File: src/rtl/irq_pkg.sv
// Shared types and helpers for the interrupt controller and its arbiter.
package irq_pkg;

   localparam logic [1:0] EncIdle    = 2'd0;
   localparam logic [1:0] EncReq     = 2'd1;
   localparam logic [1:0] EncService = 2'd2;

   typedef enum logic [1:0] {
      StIdle    = EncIdle,
      StReq     = EncReq,
      StService = EncService
   } irq_state_e;

   // Constant-foldable ceil(log2(n)), never less than 1.
   function automatic int unsigned clog2(input int unsigned n);
      int unsigned r;
      r = 1;
      for (int i = 1; i < 32; i++) begin
         if ((32'd1 << i) < n) r = i + 1;
      end
      return r;
   endfunction

endpackage

File: src/rtl/irq_ctrl_if.sv
// Interrupt request/handshake bundle between interrupt sources, controller and CPU side.
interface irq_ctrl_if
   import irq_pkg::*;
#(
   parameter int unsigned NCH   = 4,
   parameter int unsigned VEC_W = clog2(NCH)
);

   logic [NCH-1:0]   irq_in;
   logic [NCH-1:0]   irq_mask;
   logic             irq_ack;
   logic             irq_done;
   logic             irq_req;
   logic [VEC_W-1:0] irq_vec;
   logic [NCH-1:0]   pending;
   logic             busy;
   logic             overrun;

   modport master (
      output irq_in, irq_mask, irq_ack, irq_done,
      input  irq_req, irq_vec, pending, busy, overrun
   );

   modport slave (
      input  irq_in, irq_mask, irq_ack, irq_done,
      output irq_req, irq_vec, pending, busy, overrun
   );

endinterface

File: src/rtl/irq_arbiter.sv
// Combinational arbiter: fixed lowest-index priority or round-robin search from rr_ptr.
module irq_arbiter #(
   parameter int unsigned N     = 4,
   parameter int unsigned IDX_W = 2
) (
   input  logic [N-1:0]     req,
   input  logic [IDX_W-1:0] rr_ptr,
   input  logic             rr_mode,
   output logic [IDX_W-1:0] winner,
   output logic             any_valid
);

   int unsigned start;
   int unsigned idx;
   logic        found;

   always_comb begin
      winner    = '0;
      any_valid = |req;
      found     = 1'b0;
      idx       = 0;
      start     = rr_mode ? int'(rr_ptr) : 0;
      for (int i = 0; i < int'(N); i++) begin
         idx = start + i;
         if (idx >= N) idx = idx - N;
         if (!found && req[idx]) begin
            winner = IDX_W'(idx);
            found  = 1'b1;
         end
      end
   end

endmodule

File: src/rtl/irq_ctrl.sv
// Edge-detecting, maskable, prioritised interrupt controller with req/ack/done handshake.
module irq_ctrl
   import irq_pkg::*;
#(
   parameter int unsigned NCH     = 4,
   parameter bit          RR_MODE = 1'b0,
   localparam int unsigned VEC_W  = clog2(NCH)
) (
   input logic       clk,
   input logic       rst,
   irq_ctrl_if.slave bus
);

   irq_state_e       state_q;
   logic [NCH-1:0]   irq_prev_q;
   logic [NCH-1:0]   pending_q;
   logic [VEC_W-1:0] vec_q;
   logic [VEC_W-1:0] rr_ptr_q;
   logic             req_q;
   logic             busy_q;
   logic             overrun_q;

   logic [NCH-1:0]   edge_det;
   logic [NCH-1:0]   clear;
   logic [NCH-1:0]   masked;
   logic [NCH-1:0]   pending_d;
   logic [VEC_W-1:0] winner;
   logic             any_valid;
   logic [VEC_W-1:0] rr_next;

   assign edge_det = bus.irq_in & ~irq_prev_q;
   assign masked   = pending_q & bus.irq_mask;

   always_comb begin
      clear = '0;
      if (state_q == StReq && bus.irq_ack) clear[vec_q] = 1'b1;
   end

   // A fresh edge in the ack cycle survives the clear.
   assign pending_d = (pending_q & ~clear) | edge_det;
   assign rr_next   = (vec_q == VEC_W'(NCH - 1)) ? '0 : vec_q + VEC_W'(1);

   irq_arbiter #(
      .N     (NCH),
      .IDX_W (VEC_W)
   ) u_arbiter (
      .req       (masked),
      .rr_ptr    (rr_ptr_q),
      .rr_mode   (RR_MODE),
      .winner    (winner),
      .any_valid (any_valid)
   );

   always_ff @(posedge clk or posedge rst) begin
      if (rst) begin
         state_q    <= StIdle;
         irq_prev_q <= '0;
         pending_q  <= '0;
         vec_q      <= '0;
         rr_ptr_q   <= '0;
         req_q      <= 1'b0;
         busy_q     <= 1'b0;
         overrun_q  <= 1'b0;
      end else begin
         irq_prev_q <= bus.irq_in;
         pending_q  <= pending_d;
         overrun_q  <= |(edge_det & pending_q & ~clear);
         unique case (state_q)
            StIdle: begin
               if (any_valid) begin
                  vec_q   <= winner;
                  req_q   <= 1'b1;
                  busy_q  <= 1'b1;
                  state_q <= StReq;
               end
            end
            StReq: begin
               if (bus.irq_ack) begin
                  req_q   <= 1'b0;
                  state_q <= StService;
               end
            end
            StService: begin
               if (bus.irq_done) begin
                  busy_q  <= 1'b0;
                  state_q <= StIdle;
                  if (RR_MODE) rr_ptr_q <= rr_next;
               end
            end
            default: state_q <= StIdle;
         endcase
      end
   end

   assign bus.irq_req = req_q;
   assign bus.irq_vec = vec_q;
   assign bus.pending = pending_q;
   assign bus.busy    = busy_q;
   assign bus.overrun = overrun_q;

endmodule

File: src/flat_wrapper.sv
// flat-port wrapper written by rule: the top's interface ports become plain ports
module irq_ctrl_flat import irq_pkg::*;
#(
   parameter int unsigned NCH     = 4,
   parameter bit          RR_MODE = 1'b0,
   localparam int unsigned VEC_W  = clog2(NCH)
)
  (clk, rst, bus_irq_in, bus_irq_mask, bus_irq_ack, bus_irq_done, bus_irq_req, bus_irq_vec, bus_pending, bus_busy, bus_overrun);
  irq_ctrl_if #(.NCH(NCH)) bus_i ();
  input logic clk;
  input logic rst;
  input wire logic [$bits(bus_i.irq_in)-1:0] bus_irq_in;
  input wire logic [$bits(bus_i.irq_mask)-1:0] bus_irq_mask;
  input wire logic [$bits(bus_i.irq_ack)-1:0] bus_irq_ack;
  input wire logic [$bits(bus_i.irq_done)-1:0] bus_irq_done;
  output wire logic [$bits(bus_i.irq_req)-1:0] bus_irq_req;
  output wire logic [$bits(bus_i.irq_vec)-1:0] bus_irq_vec;
  output wire logic [$bits(bus_i.pending)-1:0] bus_pending;
  output wire logic [$bits(bus_i.busy)-1:0] bus_busy;
  output wire logic [$bits(bus_i.overrun)-1:0] bus_overrun;
  assign bus_i.irq_in = bus_irq_in;
  assign bus_i.irq_mask = bus_irq_mask;
  assign bus_i.irq_ack = bus_irq_ack;
  assign bus_i.irq_done = bus_irq_done;
  assign bus_irq_req = bus_i.irq_req;
  assign bus_irq_vec = bus_i.irq_vec;
  assign bus_pending = bus_i.pending;
  assign bus_busy = bus_i.busy;
  assign bus_overrun = bus_i.overrun;
  irq_ctrl #(.NCH(NCH), .RR_MODE(RR_MODE)) u_core (.clk(clk), .rst(rst), .bus(bus_i));
endmodule
File: config.mk
export PLATFORM = sky130hd
export DESIGN_NAME = irq_ctrl_flat
export DESIGN_NICKNAME = d
export VERILOG_FILES = /design/src/rtl/irq_pkg.sv /design/src/rtl/irq_ctrl_if.sv /design/src/rtl/irq_arbiter.sv /design/src/rtl/irq_ctrl.sv /design/src/flat_wrapper.sv
export SDC_FILE = /design/constraint.sdc
export NUM_CORES = 1
export LEC_CHECK = 0
export BUFFER_PORTS_ARGS = -buffer_cell sky130_fd_sc_hd__buf_4
export CAP_MARGIN = 20
export CORE_AREA = 2 2 39 41
export DETAILED_ROUTE_END_ITERATION = 8
export DIE_AREA = 0 0 41 43
export PLACE_DENSITY = 0.76
export SYNTH_ARGS = -nofsm -noshare
export SYNTH_HDL_FRONTEND = slang
export SYNTH_SLANG_ARGS = --single-unit
File: constraint.sdc
create_clock -name clk -period 3.67 [get_ports clk]
set_clock_uncertainty 0.2 [all_clocks]
set_input_delay 0.734 -clock clk [delete_from_list [all_inputs] [get_ports clk]]
set_output_delay 0.734 -clock clk [all_outputs]
set_load 0.05 [all_outputs]
==> metrics.log, run 1 <==
[metrics] mean number of vias per cell: 5.60
[metrics] TritonCTS sink count: 15
[metrics] setup TNS after final layout: 0 ps
[metrics] GR Util All Layers: 18.3%
[metrics] Row Count: 14
[metrics] number of vias after detailed routing: 543
[metrics] most common flop cell mapped by yosys: dfrtp_1
[metrics] worst IR drop on VDD: 0.000385 V
[metrics] root buffer cell: clkbuf_4
[metrics] share of cells above drive strength 1: around a third
[metrics] status: completed
[metrics] fin. max-slew vios: 0
[metrics] Power Density: between 900 and 1000 mW/mm^2
[metrics] via count of the first global-routing pass: 542
[metrics] flip-flop and latch count after synthesis: 15
[metrics] post-CTS resize count: 0
[metrics] number of synthesized flops with an enable pin: 0
[metrics] RSZ-0062 raised after global routing: no
[metrics] fraction of synthesis flops using an asynchronous set or reset pin: 100%
[metrics] pin count of the biggest net entering global routing: 16
[metrics] endpoint class of the critical path: output port
[metrics] I/O pins: 21
[metrics] first-pass GRT wire length: approximately 2.2 mm
[metrics] net count reported at finish: 94
[metrics] worst path setup slack after routing: 1770 ps
[metrics] top library cells by usage in the layout, fill and taps aside: buf_4, dfrtp_1, nand2_1, inv_1
[metrics] crit path max fanout: 6
[metrics] worst-margin pin slew: 555 ps
[metrics] floorplan die width: a little over 40 microns
[metrics] Detail Placement HPWL: 1.08 mm
[metrics] detailed-route wire length: 1.38 mm
[metrics] total CTS buffers: 3
[metrics] diode count: 0
[metrics] Max Cap Violations: 0
[metrics] critical path's top delay family: flip-flops
[metrics] final setup violation count: 0
[metrics] antenna-violating nets left: 0
[metrics] Post-Synthesis Mean Instance Area: 11.1 sq um
[metrics] Critical path buffers and inverters: 1
[metrics] average wire per standard cell: 14.2 microns
[metrics] startpoint type of the worst setup path: flop
[metrics] Post-route DRC: 0
[metrics] length of the first detailed-routing pass in iterations: 4
[metrics] Die Height: 43 microns
[metrics] Syn Std Cell Area: 633 sq um
[metrics] Yosys Warn Count: 0
[metrics] headroom to the max-slew limit: 63.0%
[metrics] synthesized instance count: 57
[metrics] Worst Hold Class: reg2reg
[metrics] TritonCTS clock tree: yes
[metrics] remaining global-route overflow: 0
[metrics] Crit path largest cell delay: about 450 ps
[metrics] level count of the clock H-tree: 1
[metrics] Critical Path, Cell by Cell: buf_4
[metrics] Critical Path AT: 960 ps
[metrics] detailed router's first-iteration violation count: 8
[metrics] cell with the largest stage delay on the worst path: dfrtp_1
[metrics] final period demand of the worst path: 1900 ps
[metrics] fmax: 527 MHz
[metrics] # Post-CTS Setup Buffers: 0
[metrics] number of distinct library cell variants in the gate-level netlist after synthesis: 20
[metrics] port bufs: 20
[metrics] syn_nets: 69
[metrics] post-placement worst setup slack: 1680 ps
[metrics] number of hold violations in the final report: 0
[metrics] sequential share of the synthesized area: between 50% and 60%
[metrics] most common cell after layout, fill and taps aside: buf_4
[metrics] routability congestion estimate: 0.847
[metrics] maximum buffer depth of the clock tree: 2
[metrics] Crit Path Category: reg2out
[metrics] area of the die: 0.00176 sq mm
[metrics] total core area: 0.00138 sq mm
[metrics] Hold-fix buffers, CTS: 0
[metrics] insertion delay of the later-clocked pin in the worst-skew pair: 270 ps
[metrics] fin crit share: between 50% and 60%
[metrics] area grow syn2layout: 31.2%
[metrics] Pleak: roughly 0.40 nW
[metrics] effective utilization at floorplan: a little under half
[metrics] CTS clock-pin slew for the worst setup and hold paths: 90 ps
[metrics] antenna violations before repair: 0
[metrics] required time at the worst-slack endpoint: 2740 ps
[Yosys cell counts (all sizes together), types with 2 or more instances]
cell type	n	area share (%)
o31ai	2	2.4
o21ai	6	4.7
nand4b	2	2.8
nand2	7	4.2
nor2b	2	3.2
nand2b	3	3.0
or3	4	4.0
inv	7	4.2
dfrtp	15	59
[registers in the layout (all words and copies together) (netlist names)]
signal              cells
u_core.bus.busy         1
u_core.bus.irq_req      1
u_core.bus.irq_vec      2
u_core.bus.overrun      1
u_core.bus.pending      4
u_core.irq_prev_q       4
u_core.state_q          2
[where the power goes]
group	internal, mW	total (mW)	switching, mW
Combinational	0.135	0.375	0.240
Sequential	0.220	0.286	0.0664
Clock	0.0403	0.0908	0.0505
[per-stage QoR]
| step | cells | power, mW | utilization, % | hold slack, ps | cell area [sq um] |
|---|---|---|---|---|---|
| floorplan | 57 | 0.544 | - | 214 | 633 |
| global placement | 93 | 0.656 | 58.0 | 238 | 803 |
| detailed placement | 93 | 0.666 | 58.0 | 244 | 803 |
| CTS | 97 | 0.756 | 60.0 | 260 | 831 |
| global route | 97 | 0.799 | 60.0 | 277 | 831 |
| finish | 97 | 0.752 | 60.0 | 270 | 831 |
[per-layer routing]
| layer | track usage [%] | routed length, microns | up-vias |
|---|---|---|---|
| met5 | 0 | 0 | - |
| li1 | - | - | 250 |
| met4 | 6.00 | 4 | 0 |
| met1 | 22.2 | 604 | 272 |
| met2 | 30.6 | 689 | 19 |
| met3 | 3.66 | 83 | 2 |
[worst paths after layout]
kind / from / endpoint / slack, ps / cells past startpoint
min in group asynchronous: rst / u_core.bus.pending[0] / 300 / 2
hold / removal: u_core.irq_prev_q[3] / u_core.bus.pending[3] / 270 / 1
setup reg to reg: u_core.state_q[1] / u_core.bus.overrun / 1960 / 4
hold reg to reg: u_core.irq_prev_q[3] / u_core.bus.pending[3] / 270 / 1
setup / recovery: u_core.bus.irq_vec[0] / bus_irq_vec[0] / 1770 / 1
max in group asynchronous: rst / u_core.state_q[0] / 2600 / 2
[cells by family after synthesis]
logic type             share of synthesized area (%)
and+or+nand+nor                                 19.2
DFF                                             59.3
AOI/OAI and AO/OA                               15.0
buffers and inverters                           4.15
muxes                                           2.37
[layout make-up]
class                   instances  area (sq um)
inverters                       7          26.3
fillers                       134           553
clock inverters                 1          5.00
clock buffers                   3          22.5
well taps                      16          20.0
multi-input cells              35           231
flip-flops and latches         15           375
repair buffers                 20           150
Power figures use the tool's default switching activity.
==> inputs of run 2 (changes only) <==
- CORE_AREA: 2 2 39 41 -> unset
- CORE_MARGIN: unset -> 2
- CORE_UTILIZATION: unset -> 46
- DIE_AREA: 0 0 41 43 -> unset
- PLACE_DENSITY: 0.76 -> 0.74
- clock period: 3.67 -> 1.8 ns (I/O delays scaled with it)
==> run 2 against run 1 <==
Net effect: largest power group unchanged; sequential cell count unchanged; via count fell by 0.55%; critical path depth is 3 higher; highest routed layer unchanged; total power is 110% higher; combinational power grew 110%; die area is 4.2% lower; worst setup slack got worse by 1600 ps; first-iteration DRC count increased to 3.6 times the previous value.
==> metrics.log, run 2 (same netlist as run 1, synthesis figures left out) <==
[metrics] status: completed
[metrics] required time at the worst-slack endpoint: 1740 ps (-1000 ps)
[metrics] Crit Path Category: reg2reg
[metrics] number of standard cells in the layout, taps in and fillers out: 102 (+5.2%)
[metrics] flop-to-flop setup slack: 130 ps (-1830 ps)
[metrics] worst hold path cell count: 2 (+1)
[metrics] part of the power in combinational logic: 51.2% (+1.3 points)
[metrics] endpoint of the worst-slack reg-to-reg timing path: u_core.bus.overrun
[metrics] placed cells: 93 (unchanged)
[metrics] maximum buffer depth of the clock tree: 2 (unchanged)
[metrics] DR top layer: met4
[metrics] diode count: 0 (unchanged)
[metrics] final period demand of the worst path: 1670 ps
[metrics] detailed-route wire length: 1.31 mm (-5.1%)
[metrics] effective utilization at floorplan: 48.7% (+2.9 points)
[metrics] wire length on met2: 630 microns (-8.6%)
[metrics] Hold-fix buffers, CTS: 3 (+3)
[metrics] Power Density: 1740 mW/mm^2 (+92%)
[metrics] Reg2Reg Depth: 4 (unchanged)
[metrics] setup TNS after final layout: 0 ps (unchanged)
[metrics] headroom to the max-slew limit: 63.3% (+0.33 points)
[metrics] insertion delay of the later-clocked pin in the worst-skew pair: 270 ps (about the same)
[metrics] endpoint class of the critical path: flop
[metrics] M1 WL: 567 microns (-6.1%)
[metrics] area of the die: 0.00169 sq mm (-4.2%)
[metrics] length of the first detailed-routing pass in iterations: 4 (unchanged)
[metrics] cell-internal power: 0.831 mW (+110%)
[metrics] final setup violation count: 0 (unchanged)
[metrics] Critical Path AT: 1610 ps (+650 ps)
[metrics] TritonCTS sink count: 15 (unchanged)
[metrics] root buffer cell: clkbuf_4
[metrics] via count of the first global-routing pass: 423 (-22%)
[metrics] Max Cap Violations: 0 (unchanged)
[metrics] top library cells by usage in the layout, fill and taps aside: buf_4, dfrtp_1, nand2_1, inv_1, dlygate4sd3_1
[metrics] port bufs: 20 (unchanged)
[metrics] met3 wire length: 100 microns (+20%)
[metrics] worst hold slack: 55.5 ps (-214 ps)
[metrics] post-placement worst setup slack: 147 ps (-1530 ps)
[metrics] detailed router's first-iteration violation count: 29 (+21)
[metrics] antenna violations before repair: 0 (unchanged)
[metrics] number of vias after detailed routing: 540 (-0.55%)
[metrics] GR Util All Layers: 16.9% (-1.4 points)
[metrics] share of cells above drive strength 1: 33.3% (unchanged)
[metrics] first-pass GRT wire length: 1.77 mm (-20%)
[metrics] most common cell after layout, fill and taps aside: buf_4
[metrics] routability congestion estimate: 0.739 (-13%)
[metrics] CTS clock-pin slew for the worst setup and hold paths: 80 ps (about the same)
[metrics] net count reported at finish: 100 (+6.4%)
[metrics] crit path max fanout: 7 (+1)
[metrics] total CTS buffers: 3 (unchanged)
[metrics] # Post-CTS Setup Buffers: 0 (unchanged)
[metrics] area grow syn2layout: 40.3%
[metrics] hold worst-path end: u_core.state_q[0]
[metrics] fillers: 109 (-19%)
[metrics] level count of the clock H-tree: 1 (unchanged)
[metrics] antenna-violating nets left: 0 (unchanged)
[metrics] worst IR drop on VDD: 0.00117 V (+210%)
[metrics] number of hold violations in the final report: 0 (unchanged)
[metrics] Die Height: 41.1 microns (-4.4%)
[metrics] Detail Placement HPWL: 962 microns (-11%)
[metrics] total net switching power: 0.713 mW (+100%)
[metrics] total core area: 0.00130 sq mm (-6.0%)
[metrics] Row Count: 13 (-1)
[metrics] Worst Hold Class: in2reg
[metrics] fmax: approximately 600 MHz
[metrics] startpoint of the lowest-slack hold path: bus_irq_ack
[metrics] Pleak: 0.423 nW (+5.3%)
[metrics] mean number of vias per cell: 5.29 (-5.4%)
[metrics] RSZ-0062 raised after global routing: no
[metrics] fraction of power spent switching nets: 46.2% (-1.3 points)
[metrics] Post-route DRC: 0 (unchanged)
[metrics] post-CTS resize count: 0 (unchanged)
[metrics] proportion of power drawn by flip-flops and latches: 36.8% (-1.3 points)
[metrics] startpoint type of the worst setup path: flop
[metrics] I/O pins: 21 (unchanged)
[metrics] fin crit share: 92.6%
[metrics] remaining global-route overflow: 0 (unchanged)
[metrics] fin. max-slew vios: 0 (unchanged)
[metrics] share of power burned in the clock network: 12.0% (about the same)
[metrics] average wire per standard cell: 12.8 microns (-9.8%)
[metrics] worst-margin pin slew: 550 ps (-5.01 ps)
[metrics] startpoint of the most critical register-to-register path: u_core.state_q[1]
[metrics] floorplan die width: 41.1 microns (+0.24%)
[metrics] pin count of the biggest net entering global routing: 16 (unchanged)
[metrics] worst path setup slack after routing: 133 ps (-1640 ps)
[metrics] TritonCTS clock tree: yes
run 2: power by group through the flow:
| stage | combinational (mW) | sequential [mW] | clock, mW |
|---|---|---|---|
| detailed placement | 0.785 | 0.573 | 0 |
| global placement | 0.778 | 0.567 | 0 |
| finish | 0.791 | 0.569 | 0.185 |
| global route | 0.844 | 0.582 | 0.203 |
| CTS | 0.792 | 0.566 | 0.186 |
| floorplan | 0.261 | 0.852 | 0 |
run 2: cell type report:
cell class / count / area [sq um] / share of cell area [%]
clock buffers: 4 / 26.3 / 2.96
flip-flops and latches: 15 / 378 / 42.5
multi-input cells: 35 / 231 / 26.1
repair buffers: 26 / 208 / 23.4
well taps: 15 / 18.8 / 2.11
inverters: 7 / 26.3 / 2.96
run 2: critical path, cell delays in order (launching register included):
cell      delay, ps
dfrtp_1         430
nand3b_1        300
or3_1           390
nand4b_1        120
nand4_1          90
run 2: how the worst max path moves through the flow:
| stage | cells after the start | endpoint | from |
|---|---|---|---|
| after floorplan | 4 | u_core.bus.irq_vec[0] | u_core.bus.pending[2] |
| after global placement | 5 | u_core.bus.irq_vec[0] | bus_irq_mask[0] |
| after detailed placement | 4 | u_core.bus.overrun | u_core.state_q[1] |
| after CTS | 4 | u_core.bus.overrun | u_core.state_q[1] |
| after global routing | 4 | u_core.bus.overrun | u_core.state_q[1] |
| final | 4 | u_core.bus.overrun | u_core.state_q[1] |
run 2: stage by stage:
| step | util [%] | cell area [sq um] | total power, mW |
|---|---|---|---|
| 2_1_floorplan | - | 636 | 1.11 |
| 5_1_grt | 68.3 | 888 | 1.63 |
| 3_5_place_dp | 62.4 | 812 | 1.36 |
| 3_3_place_gp | 62.4 | 812 | 1.35 |
| 6_report | 68.3 | 888 | 1.54 |
| 4_1_cts | 66.7 | 868 | 1.54 |
run 2: per-layer routing:
metal	GRT usage [%]	vias to the layer above
met3	3.26	2
li1	-	260
met5	0	-
met2	26.2	25
met4	7.26	0
met1	22.9	253
==> inputs of run 3 (changes only) <==
- CORE_MARGIN: 2 -> 8
==> run 3 against run 2 <==
Net effect: sequential power is essentially flat; hold slack gained 1.0 ps; via count shrank 1.9%; maximum frequency up 3.5%; critical path depth is the same; first-iteration DRC count down 97%; sequential cell count did not move; register-to-register slack gained 60 ps; clock-buffer cell count fell by 1; worst setup slack improved by 57 ps; design area increased by 0.14%; critical endpoint unchanged; largest cell class unchanged; largest power group unchanged.
==> metrics.log, run 3 (same netlist as run 1, synthesis figures left out) <==
[metrics] status: completed
[metrics] pin count of the biggest net entering global routing: 16 (unchanged)
[metrics] Crit path largest cell delay: 420 ps (about the same)
[metrics] effective utilization at floorplan: 48.7% (unchanged)
[metrics] antenna violations before repair: 0 (unchanged)
[metrics] fillers: 108 (-0.92%)
[metrics] fin. max-slew vios: 0 (unchanged)
[metrics] headroom to the max-slew limit: 63.5% (+0.22 points)
[metrics] Crit Path Category: reg2reg
[metrics] Worst Hold Class: in2reg
[metrics] total CTS buffers: 3 (unchanged)
[metrics] Hold-fix buffers, CTS: 3 (unchanged)
[metrics] net count reported at finish: 100 (unchanged)
[metrics] share of cells above drive strength 1: 34.5% (+1.1 points)
[metrics] insertion delay of the later-clocked pin in the worst-skew pair: 270 ps (about the same)
[metrics] Critical Path AT: 1550 ps (-60 ps)
[metrics] Max Cap Violations: 0 (unchanged)
[metrics] root buffer cell: clkbuf_4
[metrics] number of hold violations in the final report: 0 (unchanged)
[metrics] Pleak: 0.426 nW (+0.65%)
[metrics] final period demand of the worst path: 1610 ps (-57.1 ps)
[metrics] TritonCTS sink count: 15 (unchanged)
[metrics] endpoint class of the critical path: flop
[metrics] level count of the clock H-tree: 1 (unchanged)
[metrics] # Post-CTS Setup Buffers: 0 (unchanged)
[metrics] most common cell after layout, fill and taps aside: buf_4
[metrics] total core area: 0.00130 sq mm (unchanged)
[metrics] setup TNS after final layout: 0 ps (unchanged)
[metrics] Power Density: 1730 mW/mm^2 (-0.27%)
[metrics] length of the first detailed-routing pass in iterations: 3 (-1)
[metrics] first-pass GRT wire length: 2.28 mm (+29%)
[metrics] final setup violation count: 0 (unchanged)
[metrics] area of the die: 0.00282 sq mm (+67%)
[metrics] post-CTS resize count: 0 (unchanged)
[metrics] crit path max fanout: 7 (unchanged)
[metrics] antenna-violating nets left: 0 (unchanged)
[metrics] detailed-route wire length: 1.38 mm (+5.2%)
[metrics] routability congestion estimate: 0.769 (+4.0%)
[metrics] TritonCTS clock tree: yes
[metrics] Critical Path, Cell by Cell: nand3b_1 > or3_1 > nand4b_1 > nand4_1
[metrics] Post-route DRC: 0 (unchanged)
[metrics] worst-margin pin slew: 546 ps (-3.28 ps)
[metrics] floorplan die width: 53.1 microns (+29%)
[metrics] number of vias after detailed routing: 530 (-1.9%)
[metrics] port bufs: 20 (unchanged)
[metrics] top library cells by usage in the layout, fill and taps aside: buf_4, dfrtp_1, nand2_1, inv_1, dlygate4sd3_1
[metrics] maximum buffer depth of the clock tree: 2 (unchanged)
[metrics] CTS clock-pin slew for the worst setup and hold paths: 90 ps (about the same)
[metrics] diode count: 0 (unchanged)
[metrics] via count of the first global-routing pass: 538 (+27%)
[metrics] mean number of vias per cell: 5.20 (-1.9%)
[metrics] worst IR drop on VDD: 0.00108 V (-7.9%)
[metrics] GR Util All Layers: 10.8% (-6.1 points)
[metrics] Row Count: 13 (unchanged)
[metrics] worst hold slack: 56.5 ps (+1.02 ps)
[metrics] required time at the worst-slack endpoint: 1740 ps (about the same)
[metrics] I/O pins: 21 (unchanged)
[metrics] Die Height: 53.1 microns (+29%)
[metrics] Detail Placement HPWL: 1.07 mm (+11%)
[metrics] average wire per standard cell: 13.5 microns (+5.2%)
[metrics] cell with the largest stage delay on the worst path: dfrtp_1
[metrics] area grow syn2layout: 40.5%
[metrics] startpoint type of the worst setup path: flop
[metrics] fin crit share: 89.4% (-3.2 points)
[metrics] RSZ-0062 raised after global routing: no
[metrics] fmax: 621 MHz (+3.5%)
[metrics] remaining global-route overflow: 0 (unchanged)
[metrics] detailed router's first-iteration violation count: 1 (-97%)
run 3: cell type report:
class / instances / area (sq um) / share of cell area [%]
Clock buffer: 3 / 22.5 / 2.53
Clock inverter: 1 / 5.00 / 0.563
Inverter: 7 / 26.3 / 2.95
Multi-Input combinational cell: 35 / 231 / 26.0
Sequential cell: 15 / 378 / 42.5
Tap cell: 15 / 18.8 / 2.11
Timing Repair Buffer: 26 / 208 / 23.3
run 3: critical path, delay by kind of cell (launching register included):
| family | cells | cell delay [ps] |
|---|---|---|
| and+or+nand+nor | 4 | 860 |
| DFF | 1 | 420 |
run 3: final timing paths:
kind | start | to | slack, ps | cells after the start
max | u_core.state_q[1] | u_core.bus.overrun | 190 | 4
max reg2reg | u_core.state_q[1] | u_core.bus.overrun | 190 | 4
min | bus_irq_done | u_core.state_q[1] | 60 | 2
min reg2reg | u_core.irq_prev_q[1] | u_core.bus.pending[1] | 250 | 1
max in group asynchronous | rst | u_core.bus.pending[1] | 520 | 3
min in group asynchronous | rst | u_core.bus.overrun | 490 | 3
run 3: per-layer routing:
| metal | wire length [microns] | track usage [%] | vias up |
|---|---|---|---|
| met4 | 12 | 5.88 | 0 |
| met2 | 627 | 17.6 | 16 |
| met3 | 127 | 4.20 | 2 |
| li1 | - | - | 262 |
| met1 | 611 | 11.8 | 250 |
| met5 | 0 | 0 | - |
run 3: where the power goes:
part	total [mW]	internal [mW]	switching, mW
logic	0.790	0.292	0.498
registers	0.567	0.453	0.114
clock network	0.185	0.0822	0.103
run 3: metrics by stage:
step	total power, mW	cells	area [sq um]	setup WS (ps)	util (%)
final	1.54	102	890	190	68.4
after global routing	1.64	102	890	112	68.4
after floorplan	1.11	57	636	14.5	-
after global placement	1.36	93	812	180	62.4
after CTS	1.55	100	870	193	66.8
after detailed placement	1.36	93	812	187	62.4
